`src/rtl/ram_pkg.sv`:
```
// Shared definitions for the RAM stream controller: address-width helper and
// the per-cycle RAM operation encoding.
package ram_pkg;

  typedef enum logic [1:0] {
    IDLE  = 2'd0,
    WRITE = 2'd1,
    READ  = 2'd2
  } op_t;

  function automatic int clogb2(input int value);
    int r;
    r = 0;
    while ((1 << r) < value) r++;
    return r;
  endfunction

endpackage

```
`src/rtl/ram_stream_ctrl_if.sv`:
```
// Stream-in, stream-out and external RAM port bundle of ram_stream_ctrl.
// Handshakes: a word moves when valid && ready on a rising edge; valid never waits on ready.
interface ram_stream_ctrl_if
  import ram_pkg::*;
#(
  parameter int DATA_WIDTH = 8,
  parameter int DEPTH      = 256
) ();
  localparam int AW = clogb2(DEPTH);

  logic                  s_valid;
  logic                  s_ready;
  logic [DATA_WIDTH-1:0] s_data;
  logic                  m_valid;
  logic                  m_ready;
  logic [DATA_WIDTH-1:0] m_data;
  logic                  ram_wren;
  logic [AW-1:0]         ram_address;
  logic [DATA_WIDTH-1:0] ram_data;
  logic [DATA_WIDTH-1:0] ram_q;
  logic [AW:0]           used;
  op_t                   dbg_op;
  op_t                   dbg_last_op;

  modport master (
    input  s_valid, s_data, m_ready, ram_q,
    output s_ready, m_valid, m_data, ram_wren, ram_address, ram_data, used,
           dbg_op, dbg_last_op
  );

  modport slave (
    output s_valid, s_data, m_ready, ram_q,
    input  s_ready, m_valid, m_data, ram_wren, ram_address, ram_data, used,
           dbg_op, dbg_last_op
  );
endinterface

```
`src/rtl/ram_stream_obuf.sv`:
```
// Two-entry output buffer that captures RAM read data and presents it downstream.
module ram_stream_obuf #(
  parameter int W = 8
) (
  input  logic         clk,
  input  logic         rst,
  input  logic         push,
  input  logic [W-1:0] push_data,
  input  logic         pop,
  output logic [W-1:0] data,
  output logic [1:0]   count
);
  logic [W-1:0] mem [2];
  logic         head;
  logic         wr_idx;

  // With two entries the tail slot is the head flipped by the low count bit.
  assign wr_idx = head ^ count[0];
  assign data   = mem[head];

  always_ff @(posedge clk) begin
    if (push) mem[wr_idx] <= push_data;
  end

  always_ff @(posedge clk) begin
    if (rst) begin
      head  <= 1'b0;
      count <= 2'd0;
    end else begin
      if (pop) head <= ~head;
      count <= count + 2'(push) - 2'(pop);
    end
  end
endmodule

```
`src/rtl/ram_stream_ctrl.sv`:
```
// Runs an external single-port RAM as a circular FIFO between two valid/ready streams,
// alternating writes and reads when both directions are pending.
module ram_stream_ctrl
  import ram_pkg::*;
#(
  parameter int DATA_WIDTH = 8,
  parameter int DEPTH      = 256
) (
  input  logic              clk,
  input  logic              rst,
  ram_stream_ctrl_if.master bus
);
  localparam int          AW     = clogb2(DEPTH);
  localparam logic [AW:0] FULL_W = (AW+1)'(DEPTH);

  logic [AW:0] wr_ptr, rd_ptr, used_w;
  logic        rd_inflight;
  logic        rd_elig;
  logic [1:0]  ob_cnt;
  op_t         last_op, last_op_nxt, op;

  assign used_w  = wr_ptr - rd_ptr;
  assign rd_elig = (used_w != '0) && ((ob_cnt + {1'b0, rd_inflight}) < 2'd2);

  // A pending read after a write blocks the input for one cycle, forcing alternation.
  assign bus.s_ready = !rst && (used_w != FULL_W) && !(rd_elig && last_op == WRITE);

  always_comb begin
    op          = IDLE;
    last_op_nxt = last_op;
    if (!rst) begin
      if (bus.s_valid && bus.s_ready) op = WRITE;
      else if (rd_elig)               op = READ;
    end
    if (op != IDLE) last_op_nxt = op;
  end

  always_ff @(posedge clk) begin
    if (rst) begin
      wr_ptr      <= '0;
      rd_ptr      <= '0;
      rd_inflight <= 1'b0;
      last_op     <= READ;
    end else begin
      last_op     <= last_op_nxt;
      rd_inflight <= (op == READ);
      if (op == WRITE) wr_ptr <= wr_ptr + 1'b1;
      if (op == READ)  rd_ptr <= rd_ptr + 1'b1;
    end
  end

  assign bus.ram_wren    = (op == WRITE);
  assign bus.ram_address = (op == WRITE) ? wr_ptr[AW-1:0] : rd_ptr[AW-1:0];
  assign bus.ram_data    = bus.s_data;
  assign bus.used        = used_w;
  assign bus.m_valid     = (ob_cnt != 2'd0);
  assign bus.dbg_op      = op;
  assign bus.dbg_last_op = last_op;

  ram_stream_obuf #(.W(DATA_WIDTH)) u_obuf (
    .clk       (clk),
    .rst       (rst),
    .push      (rd_inflight),
    .push_data (bus.ram_q),
    .pop       (bus.m_valid && bus.m_ready),
    .data      (bus.m_data),
    .count     (ob_cnt)
  );
endmodule

```
`src/flat_wrapper.sv`:
```
// flat-port wrapper written by rule: the top's interface ports become plain ports
module ram_stream_ctrl_flat import ram_pkg::*;
#(
  parameter int DATA_WIDTH = 8,
  parameter int DEPTH      = 256
)
  (clk, rst, bus_s_valid, bus_s_data, bus_m_ready, bus_ram_q, bus_s_ready, bus_m_valid, bus_m_data, bus_ram_wren, bus_ram_address, bus_ram_data, bus_used, bus_dbg_op, bus_dbg_last_op);
  ram_stream_ctrl_if #(.DATA_WIDTH(DATA_WIDTH), .DEPTH(DEPTH)) bus_i ();
  input  logic clk;
  input  logic rst;
  input wire logic [$bits(bus_i.s_valid)-1:0] bus_s_valid;
  input wire logic [$bits(bus_i.s_data)-1:0] bus_s_data;
  input wire logic [$bits(bus_i.m_ready)-1:0] bus_m_ready;
  input wire logic [$bits(bus_i.ram_q)-1:0] bus_ram_q;
  output wire logic [$bits(bus_i.s_ready)-1:0] bus_s_ready;
  output wire logic [$bits(bus_i.m_valid)-1:0] bus_m_valid;
  output wire logic [$bits(bus_i.m_data)-1:0] bus_m_data;
  output wire logic [$bits(bus_i.ram_wren)-1:0] bus_ram_wren;
  output wire logic [$bits(bus_i.ram_address)-1:0] bus_ram_address;
  output wire logic [$bits(bus_i.ram_data)-1:0] bus_ram_data;
  output wire logic [$bits(bus_i.used)-1:0] bus_used;
  output wire logic [$bits(bus_i.dbg_op)-1:0] bus_dbg_op;
  output wire logic [$bits(bus_i.dbg_last_op)-1:0] bus_dbg_last_op;
  assign bus_i.s_valid = bus_s_valid;
  assign bus_i.s_data = bus_s_data;
  assign bus_i.m_ready = bus_m_ready;
  assign bus_i.ram_q = bus_ram_q;
  assign bus_s_ready = bus_i.s_ready;
  assign bus_m_valid = bus_i.m_valid;
  assign bus_m_data = bus_i.m_data;
  assign bus_ram_wren = bus_i.ram_wren;
  assign bus_ram_address = bus_i.ram_address;
  assign bus_ram_data = bus_i.ram_data;
  assign bus_used = bus_i.used;
  assign bus_dbg_op = bus_i.dbg_op;
  assign bus_dbg_last_op = bus_i.dbg_last_op;
  ram_stream_ctrl #(.DATA_WIDTH(DATA_WIDTH), .DEPTH(DEPTH)) u_core (.clk(clk), .rst(rst), .bus(bus_i));
endmodule
```
`config.mk`:
```
export PLATFORM = sky130hd
export DESIGN_NAME = ram_stream_ctrl_flat
export DESIGN_NICKNAME = d
export VERILOG_FILES = /design/src/rtl/ram_pkg.sv /design/src/rtl/ram_stream_ctrl_if.sv /design/src/rtl/ram_stream_obuf.sv /design/src/rtl/ram_stream_ctrl.sv /design/src/flat_wrapper.sv
export SDC_FILE = /design/constraint.sdc
export NUM_CORES = 1
export LEC_CHECK = 0
export BUFFER_PORTS_ARGS = -buffer_cell sky130_fd_sc_hd__buf_2
export CAP_MARGIN = 20
export CORE_MARGIN = 2
export CORE_UTILIZATION = 50
export DETAILED_ROUTE_END_ITERATION = 12
export PLACE_DENSITY = 0.88
export SETUP_SLACK_MARGIN = 0.2
export SLEW_MARGIN = 20
export SYNTH_ARGS = -nofsm -noshare
export SYNTH_HDL_FRONTEND = slang
export SYNTH_HIERARCHICAL = 1
export SYNTH_SLANG_ARGS = --single-unit
```
`constraint.sdc`:
```
create_clock -name clk -period 3.75 [get_ports clk]
set_input_delay 0.1875 -clock clk [delete_from_list [all_inputs] [get_ports clk]]
set_output_delay 0.1875 -clock clk [all_outputs]
set_load 0.005 [all_outputs]
```
==> out/qor.txt, run 1 <==
Status = complete, no violations
Hold-fix buffers, CTS = 0
Worst setup SP type = flip-flop
Worst slew margin = 0.5188
Register cell area after layout = 984.7 µm²
Setup TNS = 0 ps
Initial antenna violation count = 0
WL/cell = 17.30 µm
Die X = 73.84 µm
Worst-margin pin slew = 719.2 ps
Num CTS Buffers = 5
Ys async rst share = 0
Num ports = 60
Commonest non-fill, non-tap cell in the layout = buf_2
Unrepaired setup endpoints after global routing = yes
TritonRoute pass-1 iters = 5
Part of the power in registers = 0.342
Synth top area cells = dfxtp_1, edfxtp_1, ha_1
Peak VDD IR = 0.2418 mV
Final setup fails = 0
Hold path depth = 1
Top cell type's share of synthesized area = 0.2052
Share of layout cells above drive strength 1 = 0.3366
Setup Skew = 4.981 ps
Initial drt markers = 202
Antenna-violating nets left = 0
Post-route cell area = 0.002908 mm²
Ys Warns = 6
Crit Path Max Fanout = 6
Vias = 2,151
Crit path cell chain = inv_2 -> ha_4 -> fa_2 -> nor2b_4 -> o2111ai_2 -> and4b_1 -> xnor2_2 -> or4b_4 -> mux2i_4 -> buf_6 -> mux2_4 -> buf_6
Port Buf Inserts = 43
Number of global-route vias before repair = 1,905
Clock-pin slew on the worst setup and hold paths = 80 ps
Syn Inst Count = 249
Synth cell types = 44
Mapped Avg Cell Area = 9.794 µm²
FMAX = 271.8 MHz
Clock power share = 0.161
Max-slew violation count = 0
Clock Tree Root = clkbuf_8
#FFs+latches synth = 41
DP Wirelength = 3909 µm
Largest stage delay, worst path = 570 ps
Yosys top cell by area = dfxtp_1
Post-Syn Nets = 282
Gr ovfl total = 0
Final Cycle Share = 0.9810
H-tree depth = 2
Die Y = 73.84 µm
Hold Crit Class = input port to flip-flop
TritonCTS clock tree = built
Vias per inst = 5.814
Max-cap violations = 0
DRT Wirelength = 6402 µm
CP max-delay cell = or4b_4
CP most frequent cell = buf_6
Starting Density = 0.5163
Critical path class = flip-flop to primary output
Antenna cells = 0
Final Wtd Congestion = 0.9637
Fin nets = 335
Most frequent cells in the layout = buf_2, nand2_1, nor2_1
Core area = 0.004723 mm²
First-pass GRT wire length = 8438 µm
Die area = 0.005452 mm²
Part of the Yosys area used for sequential elements = 0.4023
Crit path DAT = 3490 ps
Placed Instance Area = 0.002639 mm²
Static Leak = 1.278 nW
Synth Cell Area = 0.002439 mm²
Combinational Power Share = 0.497
GRT Overall Usage = 0.2030
Number of clock sinks = 41
Worst setup EP type = primary output
Fin crit period = 3679 ps
Final-layout fill cell count = 361
Hold slack = 77.96 ps
Row Count = 25
Top FF cell, synth = dfxtp_1
Clk Latency, worst-skew pair = 290 ps
Largest net degree at the start of global routing = 26
Pwr/cell area = 602.5 mW/mm²
Drc violations = 0
Clk buf depth = 2
Critical Path RT = 3560 ps
Final Hold Viols = 0
Switching Share = 0.3722
Area of the multi-input gates = 0.001320 mm²
P_sw = 0.6520 mW
Worst reg2reg path depth = 12
Layout area overhead = 19.24%
EDFF count, synth = 16
Internal = 1.100 mW
-- final cells by class --
type,instances,area share
well taps,67,0.02883
clock buffers,5,0.02367
repair buffers,61,0.1256
inverters,18,0.02324
multi-input cells,175,0.4540
flip-flops and latches,41,0.3386
clock inverters,3,0.006024
-- path summary, 6_finish.rpt --
kind                                       start                      end  slack, ps
worst max-delay path            u_core/wr_ptr[0]       bus_ram_address[0]         70
worst min register to register  u_core/rd_ptr[8]         u_core/rd_ptr[8]        510
worst max register to register  u_core/wr_ptr[0]         u_core/rd_ptr[5]        160
worst min-delay path                bus_ram_q[6]  u_core/u_obuf/mem[1][6]         80
-- through the flow --
stage          instances  worst slack (ps)  utilization  power, mW
2_1_floorplan        249             477.9            -      1.080
3_3_place_gp         348             225.9       0.5587      1.251
3_5_place_dp         348             134.8       0.5587      1.277
4_1_cts              358             214.2       0.5838      1.582
5_1_grt              370             36.12       0.6156      1.836
6_report             370             71.37       0.6156      1.752
-- logic make-up (layout without fill, tap and decap cells) --
family	after synthesis	count (layout)	synth area share
buf+inv	33	87	0.08055
mux	26	26	0.1242
simple gates	90	90	0.1893
xor+xnor	10	10	0.04156
compound gates	36	36	0.09236
fa+ha+maj	13	13	0.06978
flops	41	41	0.4023
-- critical path: cells and delay by family, from the launching register on --
kind | cells | cell delay [ps]
flops | 1 | 370
fa+ha+maj | 2 | 590
xor+xnor | 1 | 150
mux | 2 | 660
buf+inv | 3 | 340
simple gates | 3 | 960
compound gates | 1 | 110
-- what timing repair did --
action | 4_1_cts | 5_1_grt
pin swaps | 1 | 4
cloned | 0 | 1
endpoints found under the setup margin | 15 | 11
gates resized for setup | 6 | 16
hold endpoints to repair | 0 | 0
buffers inserted | 2 | 11
-- metal layers --
layer	vias to the layer above	GRT usage	share of wire	wire [µm]
met2	129	0.3353	0.47	3031
li1	980	-	-	-
met5	-	0	0	0
met4	0	0.08485	0.046	296
met1	1016	0.2565	0.41	2598
met3	26	0.04252	0.074	475
-- Yosys cell counts, types with 2 or more instances --
library cell,count
nor2b_1,5
or4_1,3
o31ai_1,2
nor4_1,5
inv_1,18
mux2i_4,2
buf_6,3
nand4_1,4
nor3_1,4
o31a_1,3
ha_1,12
nand3_1,6
xor2_1,3
a21oi_1,7
o21ai_0,16
and3_1,2
nor2_1,25
nand2_1,25
o21a_1,3
or4b_1,2
buf_4,9
dfxtp_1,25
and2_1,2
xnor2_1,6
mux2i_1,10
mux2_2,13
edfxtp_1,16
or3_1,2
-- state kept, by name, summed over array words and instances (netlist names), named ones only --
register / flops
u_core/bus.dbg_last_op: 2
u_core/rd_inflight: 1
u_core/rd_ptr: 9
u_core/u_obuf/count: 2
u_core/u_obuf/head: 1
u_core/u_obuf/mem: 16
u_core/wr_ptr: 9
-- power by group through the flow --
| stage | registers (mW) | logic, mW | clock network (mW) |
|---|---|---|---|
| after floorplan | 0.585 | 0.494 | 0 |
| after global placement | 0.597 | 0.654 | 0 |
| after detailed placement | 0.603 | 0.674 | 0 |
| after CTS | 0.594 | 0.704 | 0.284 |
| after global routing | 0.606 | 0.928 | 0.302 |
| final | 0.600 | 0.870 | 0.282 |
(Power assumes the default switching activity.)
==> inputs of run 2 (changes only) <==
Settings changed: CORE_UTILIZATION 50 to 37, CTS_BUF_LIST set to sky130_fd_sc_hd__clkbuf_16, PLACE_DENSITY 0.88 to 0.71.
==> run 2 against run 1 <==
Effect of this change: final cell count grew 2.2%; final area up 0.99%; non-clock buffer count is 2 lower; highest routed layer unchanged; count of clock-buffer cells in the layout unchanged; clock power grew 47%; setup slack improved by 190 ps; sequential power shrank 1%; critical path type unchanged.
==> out/qor.txt, run 2 (synthesis results as in run 1) <==
Worst setup SP type = flip-flop
Worst reg2reg path depth = 12 (unchanged)
Num CTS Buffers = 5 (unchanged)
Share of layout cells above drive strength 1 = 0.3223 (-0.01437)
Starting Density = 0.3840 (-0.1323)
DRT Wirelength = 5483 µm (-14%)
Clk buf depth = 2 (unchanged)
Largest net degree at the start of global routing = 26 (unchanged)
Max-cap violations = 0 (unchanged)
Critical Path RT = 3560 ps (about the same)
FMAX = 286.7 MHz (+5.5%)
Final Cycle Share = 0.9301 (-0.05089)
Hold_sp = bus_ram_q[1]
Critical path class = flip-flop to primary output
Max reg flops = 16 (unchanged)
Antenna cells = 0 (unchanged)
Final Wtd Congestion = 0.9196 (-4.6%)
Initial antenna violation count = 0 (unchanged)
Final Hold Viols = 0 (unchanged)
Commonest non-fill, non-tap cell in the layout = buf_2
Crit Path Max Fanout = 4 (-2)
Biggest regs = u_core/u_obuf/mem (16), u_core/rd_ptr (9), u_core/wr_ptr (9)
Status = complete, no violations
Largest Register = u_core/u_obuf/mem
Static Leak = 1.282 nW (+0.31%)
TritonRoute pass-1 iters = 4 (-1)
Vias per inst = 5.214 (-10%)
TritonCTS clock tree = built
Die X = 85.19 µm (+15%)
H-tree depth = 2 (unchanged)
Peak VDD IR = 0.2494 mV (+3.2%)
Max-slew violation count = 0 (unchanged)
Clock Tree Root = clkbuf_16
Clk Latency, worst-skew pair = 280 ps (about the same)
Fin nets = 333 (-0.60%)
Final worst slack = 262.2 ps (+190.8 ps)
Setup Skew = 4.465 ps (-0.5158 ps)
Worst-margin pin slew = 707.2 ps (-11.98 ps)
Drc violations = 0 (unchanged)
Number of clock sinks = 41 (unchanged)
Non-filler cells, final = 378 (+2.2%)
Total power = 1.786 mW (+2.0%)
Number of global-route vias before repair = 1,835 (-3.7%)
Worst setup EP type = primary output
Most frequent cells in the layout = buf_2, nand2_1, nor2_1
Origin of the critical flop-to-flop path = u_core/wr_ptr[0]
Port Buf Inserts = 43 (unchanged)
First-pass GRT wire length = 8618 µm (+2.1%)
Row Count = 29 (+16%)
Fin crit period = 3488 ps (-190.8 ps)
Pre-CTS WS = 173.2 ps (+38.36 ps)
R2R Setup Slk = 290 ps (+130 ps)
Core area = 0.006350 mm² (+34%)
Hold Path Sink = u_core/u_obuf/mem[0][1]
Initial drt markers = 93 (-54%)
Gr ovfl total = 0 (unchanged)
Hold Crit Class = input port to flip-flop
Layout area overhead = 20.42%
GRT Overall Usage = 0.1503 (-0.05268)
Clock-pin slew on the worst setup and hold paths = 60 ps (-20 ps)
Unrepaired setup endpoints after global routing = yes
Setup TNS = 0 ps (unchanged)
Num ports = 60 (unchanged)
Hold slack = 93.64 ps (+15.68 ps)
Antenna-violating nets left = 0 (unchanged)
Hold-fix buffers, CTS = 0 (unchanged)
DP Wirelength = 4086 µm (+4.5%)
Hold path depth = 1 (unchanged)
Crit path DAT = 3300 ps (-190 ps)
WL/cell = 14.51 µm (-16%)
Vias = 1,971 (-8.4%)
Die area = 0.007256 mm² (+33%)
Pwr/cell area = 608.3 mW/mm² (+0.95%)
Worst slew margin = 0.5268 (+0.008019)
FF-to-FF End = u_core/rd_ptr[7]
Die Y = 85.19 µm (+15%)
Final setup fails = 0 (unchanged)
Placed Cells = 360 (+3.4%)
[run 2: cell count changes in the layout (fill, tap and decap cells not counted), sizes merged]
cell / delta
buf: -2
[run 2: layer usage]
layer | GRT usage | wire (µm)
met1 | 0.1854 | 2293
met2 | 0.2514 | 2734
met3 | 0.04377 | 344
met4 | 0.05051 | 110
met5 | 0 | 0
[run 2: how the worst max path moves through the flow]
stage                                start               end  slack [ps]  cells after the start
after global routing      u_core/wr_ptr[0]     bus_dbg_op[1]         120                     13
final                     u_core/wr_ptr[0]     bus_dbg_op[1]         260                     13
after global placement    u_core/wr_ptr[0]  u_core/rd_ptr[7]         230                     11
after floorplan           u_core/wr_ptr[0]  u_core/rd_ptr[3]         480                     12
after detailed placement  u_core/wr_ptr[0]  u_core/rd_ptr[6]         170                     12
after CTS                 u_core/wr_ptr[0]     bus_dbg_op[1]         210                     13
[run 2: cell type report]
class / count / area [µm²]
Tap cell: 77 / 96.34
Clock inverter: 3 / 17.52
Timing Repair Buffer: 59 / 342.8
Sequential cell: 41 / 984.7
Inverter: 18 / 67.56
Clock buffer: 5 / 125.1
Fill cell: 602 / 3413
Multi-Input combinational cell: 175 / 1303
[run 2: worst max-delay path, cell delays in order (launching register included)]
cell and delay (ps):
dfxtp_4 350, inv_1 50, ha_2 200, fa_2 420
nor2b_4 140, o2111ai_2 120, and4b_1 230, xnor2_1 130
or4b_4 590, buf_6 160, mux2i_4 190, nor3_2 180
buf_4 150, buf_2 100
[run 2: stage by stage]
step           utilization  cell area, µm²
2_1_floorplan            -            2439
3_3_place_gp        0.4199            2666
3_5_place_dp        0.4199            2666
4_1_cts             0.4463            2834
5_1_grt             0.4625            2937
6_report            0.4625            2937
[run 2: power breakdown]
part	internal, mW	switching [mW]
clock	0.244	0.170
sequential	0.543	0.0508
combinational	0.395	0.383
[run 2: timing repair]
item	in CTS	in global routing
resized for setup	4	11
endpoints found under the setup margin	13	14
buffers inserted	2	8
pin swaps	1	4
==> inputs of run 3 (changes only) <==
Settings changed: CTS_BUF_LIST sky130_fd_sc_hd__clkbuf_16 to sky130_fd_sc_hd__clkbuf_4 sky130_fd_sc_hd__clkbuf_8.
==> run 3 against run 2 <==
Effect of this change: routed wire length down 1.2%; combinational power about the same; register-to-register slack about the same; count of clock-buffer cells in the layout unchanged; clock power down 31%; critical path type unchanged; critical endpoint unchanged; largest cell class unchanged.
==> out/qor.txt, run 3 (synthesis results as in run 1) <==
Status = complete, no violations
WL/cell = 14.36 µm (-0.98%)
Antenna-violating nets left = 0 (unchanged)
Critical Path RT = 3560 ps (about the same)
Number of clock sinks = 41 (unchanged)
Final worst slack = 256.7 ps (-5.523 ps)
Max-cap violations = 0 (unchanged)
Final-layout fill cell count = 612 (+1.7%)
Die X = 85.19 µm (unchanged)
Pwr/cell area = 574.8 mW/mm² (-5.5%)
Setup Skew = 6.341 ps (+1.876 ps)
Hold Crit Class = input port to flip-flop
Port Buf Inserts = 43 (unchanged)
Pre-CTS WS = 173.2 ps (unchanged)
Area of the multi-input gates = 0.001303 mm² (unchanged)
Worst slew margin = 0.5326 (+0.005797)
Largest Register = u_core/u_obuf/mem
Setup TNS = 0 ps (unchanged)
Fin nets = 332 (-0.30%)
R2R Setup Slk = 280 ps (about the same)
H-tree depth = 2 (unchanged)
Critical path class = flip-flop to primary output
Num ports = 60 (unchanged)
Row Count = 29 (unchanged)
Fin crit period = 3493 ps (+5.523 ps)
Hold slack = 81.90 ps (-11.74 ps)
Worst setup EP type = primary output
Unrepaired setup endpoints after global routing = yes
Final setup fails = 0 (unchanged)
Clk Latency, worst-skew pair = 290 ps (about the same)
Crit Path Max Fanout = 4 (unchanged)
GRT Overall Usage = 0.1479 (-0.002441)
Die area = 0.007256 mm² (unchanged)
Biggest regs = u_core/u_obuf/mem (16), u_core/rd_ptr (9), u_core/wr_ptr (9)
Worst setup SP type = flip-flop
Number of global-route vias before repair = 1,818 (-0.93%)
Share of layout cells above drive strength 1 = 0.3200 (-0.002259)
Most frequent cells in the layout = buf_2, nand2_1, nor2_1
Initial antenna violation count = 0 (unchanged)
Max-slew violation count = 0 (unchanged)
Final Wtd Congestion = 0.9196 (unchanged)
Drc violations = 0 (unchanged)
First-pass GRT wire length = 8549 µm (-0.80%)
Core area = 0.006350 mm² (unchanged)
Layout area overhead = 17.86%
TritonCTS clock tree = built
Vias = 1,943 (-1.4%)
Initial drt markers = 47 (-49%)
Clk buf depth = 2 (unchanged)
Crit path DAT = 3310 ps (about the same)
Worst-margin pin slew = 698.6 ps (-8.664 ps)
Vias per inst = 5.154 (-1.2%)
Gr ovfl total = 0 (unchanged)
Num CTS Buffers = 5 (unchanged)
Commonest non-fill, non-tap cell in the layout = buf_2
Antenna cells = 0 (unchanged)
Starting Density = 0.3840 (unchanged)
Max reg flops = 16 (unchanged)
Register cell area after layout = 982.2 µm² (-0.25%)
FMAX = 286.3 MHz (-0.16%)
Final Cycle Share = 0.9315 (+0.001473)
Clock-pin slew on the worst setup and hold paths = 80 ps (+20 ps)
DP Wirelength = 4086 µm (unchanged)
Peak VDD IR = 0.2486 mV (-0.31%)
Static Leak = 1.251 nW (-2.4%)
TritonRoute pass-1 iters = 4 (unchanged)
Die Y = 85.19 µm (unchanged)
Final Hold Viols = 0 (unchanged)
DRT Wirelength = 5415 µm (-1.2%)
Clock Tree Root = clkbuf_8
Largest net degree at the start of global routing = 26 (unchanged)
==> run 3: path summary, 6_finish.rpt <==
| kind | start | end | cells past startpoint |
|---|---|---|---|
| hold reg to reg | u_core/wr_ptr[8] | u_core/wr_ptr[8] | 1 |
| hold / removal | bus_ram_q[1] | u_core/u_obuf/mem[0][1] | 1 |
| setup reg to reg | u_core/wr_ptr[0] | u_core/rd_ptr[7] | 12 |
| setup / recovery | u_core/wr_ptr[0] | bus_dbg_op[1] | 13 |
==> run 3: metrics by stage <==
step           cells  instance area (µm²)    util  power, mW
2_1_floorplan    249                 2439       -      1.080
3_3_place_gp     360                 2666  0.4199      1.277
3_5_place_dp     360                 2666  0.4199      1.293
4_1_cts          371                 2785  0.4386      1.606
5_1_grt          377                 2874  0.4526      1.771
6_report         377                 2874  0.4526      1.652
==> run 3: layout make-up <==
class / count / area share
flip-flops and latches: 41 / 0.3417
well taps: 77 / 0.03352
multi-input cells: 175 / 0.4532
repair buffers: 58 / 0.1180
clock inverters: 3 / 0.006095
clock buffers: 5 / 0.02394
inverters: 18 / 0.02351
==> run 3: what timing repair did <==
action                     4_1_cts  5_1_grt
hold buffers                     0        0
resized for setup                4       11
buffers inserted                 3        6
pin swaps                        1        4
setup endpoints to repair       15       11
==> run 3: where the power goes <==
part	leakage, nW	internal, mW	switching, mW	total [mW]
Sequential	0.350	0.541	0.0495	0.591
Clock	0.0439	0.129	0.156	0.284
Combinational	0.857	0.395	0.382	0.777
==> run 3: critical path, cell delays in order, from the launching register on <==
cell	delay (ps)
dfxtp_2	350
inv_1	60
ha_2	200
fa_2	420
nor2b_4	150
o2111ai_2	120
and4b_1	220
xnor2_1	130
or4b_4	580
buf_6	160
mux2i_4	180
nor3_2	180
buf_4	150
buf_2	100
==> run 3: per-layer routing <==
metal,wire (µm),up-vias,GRT usage
li1,-,973,-
met1,2383,926,0.1860
met2,2711,40,0.2486
met3,277,4,0.03794
met4,43,0,0.04618
met5,0,-,0
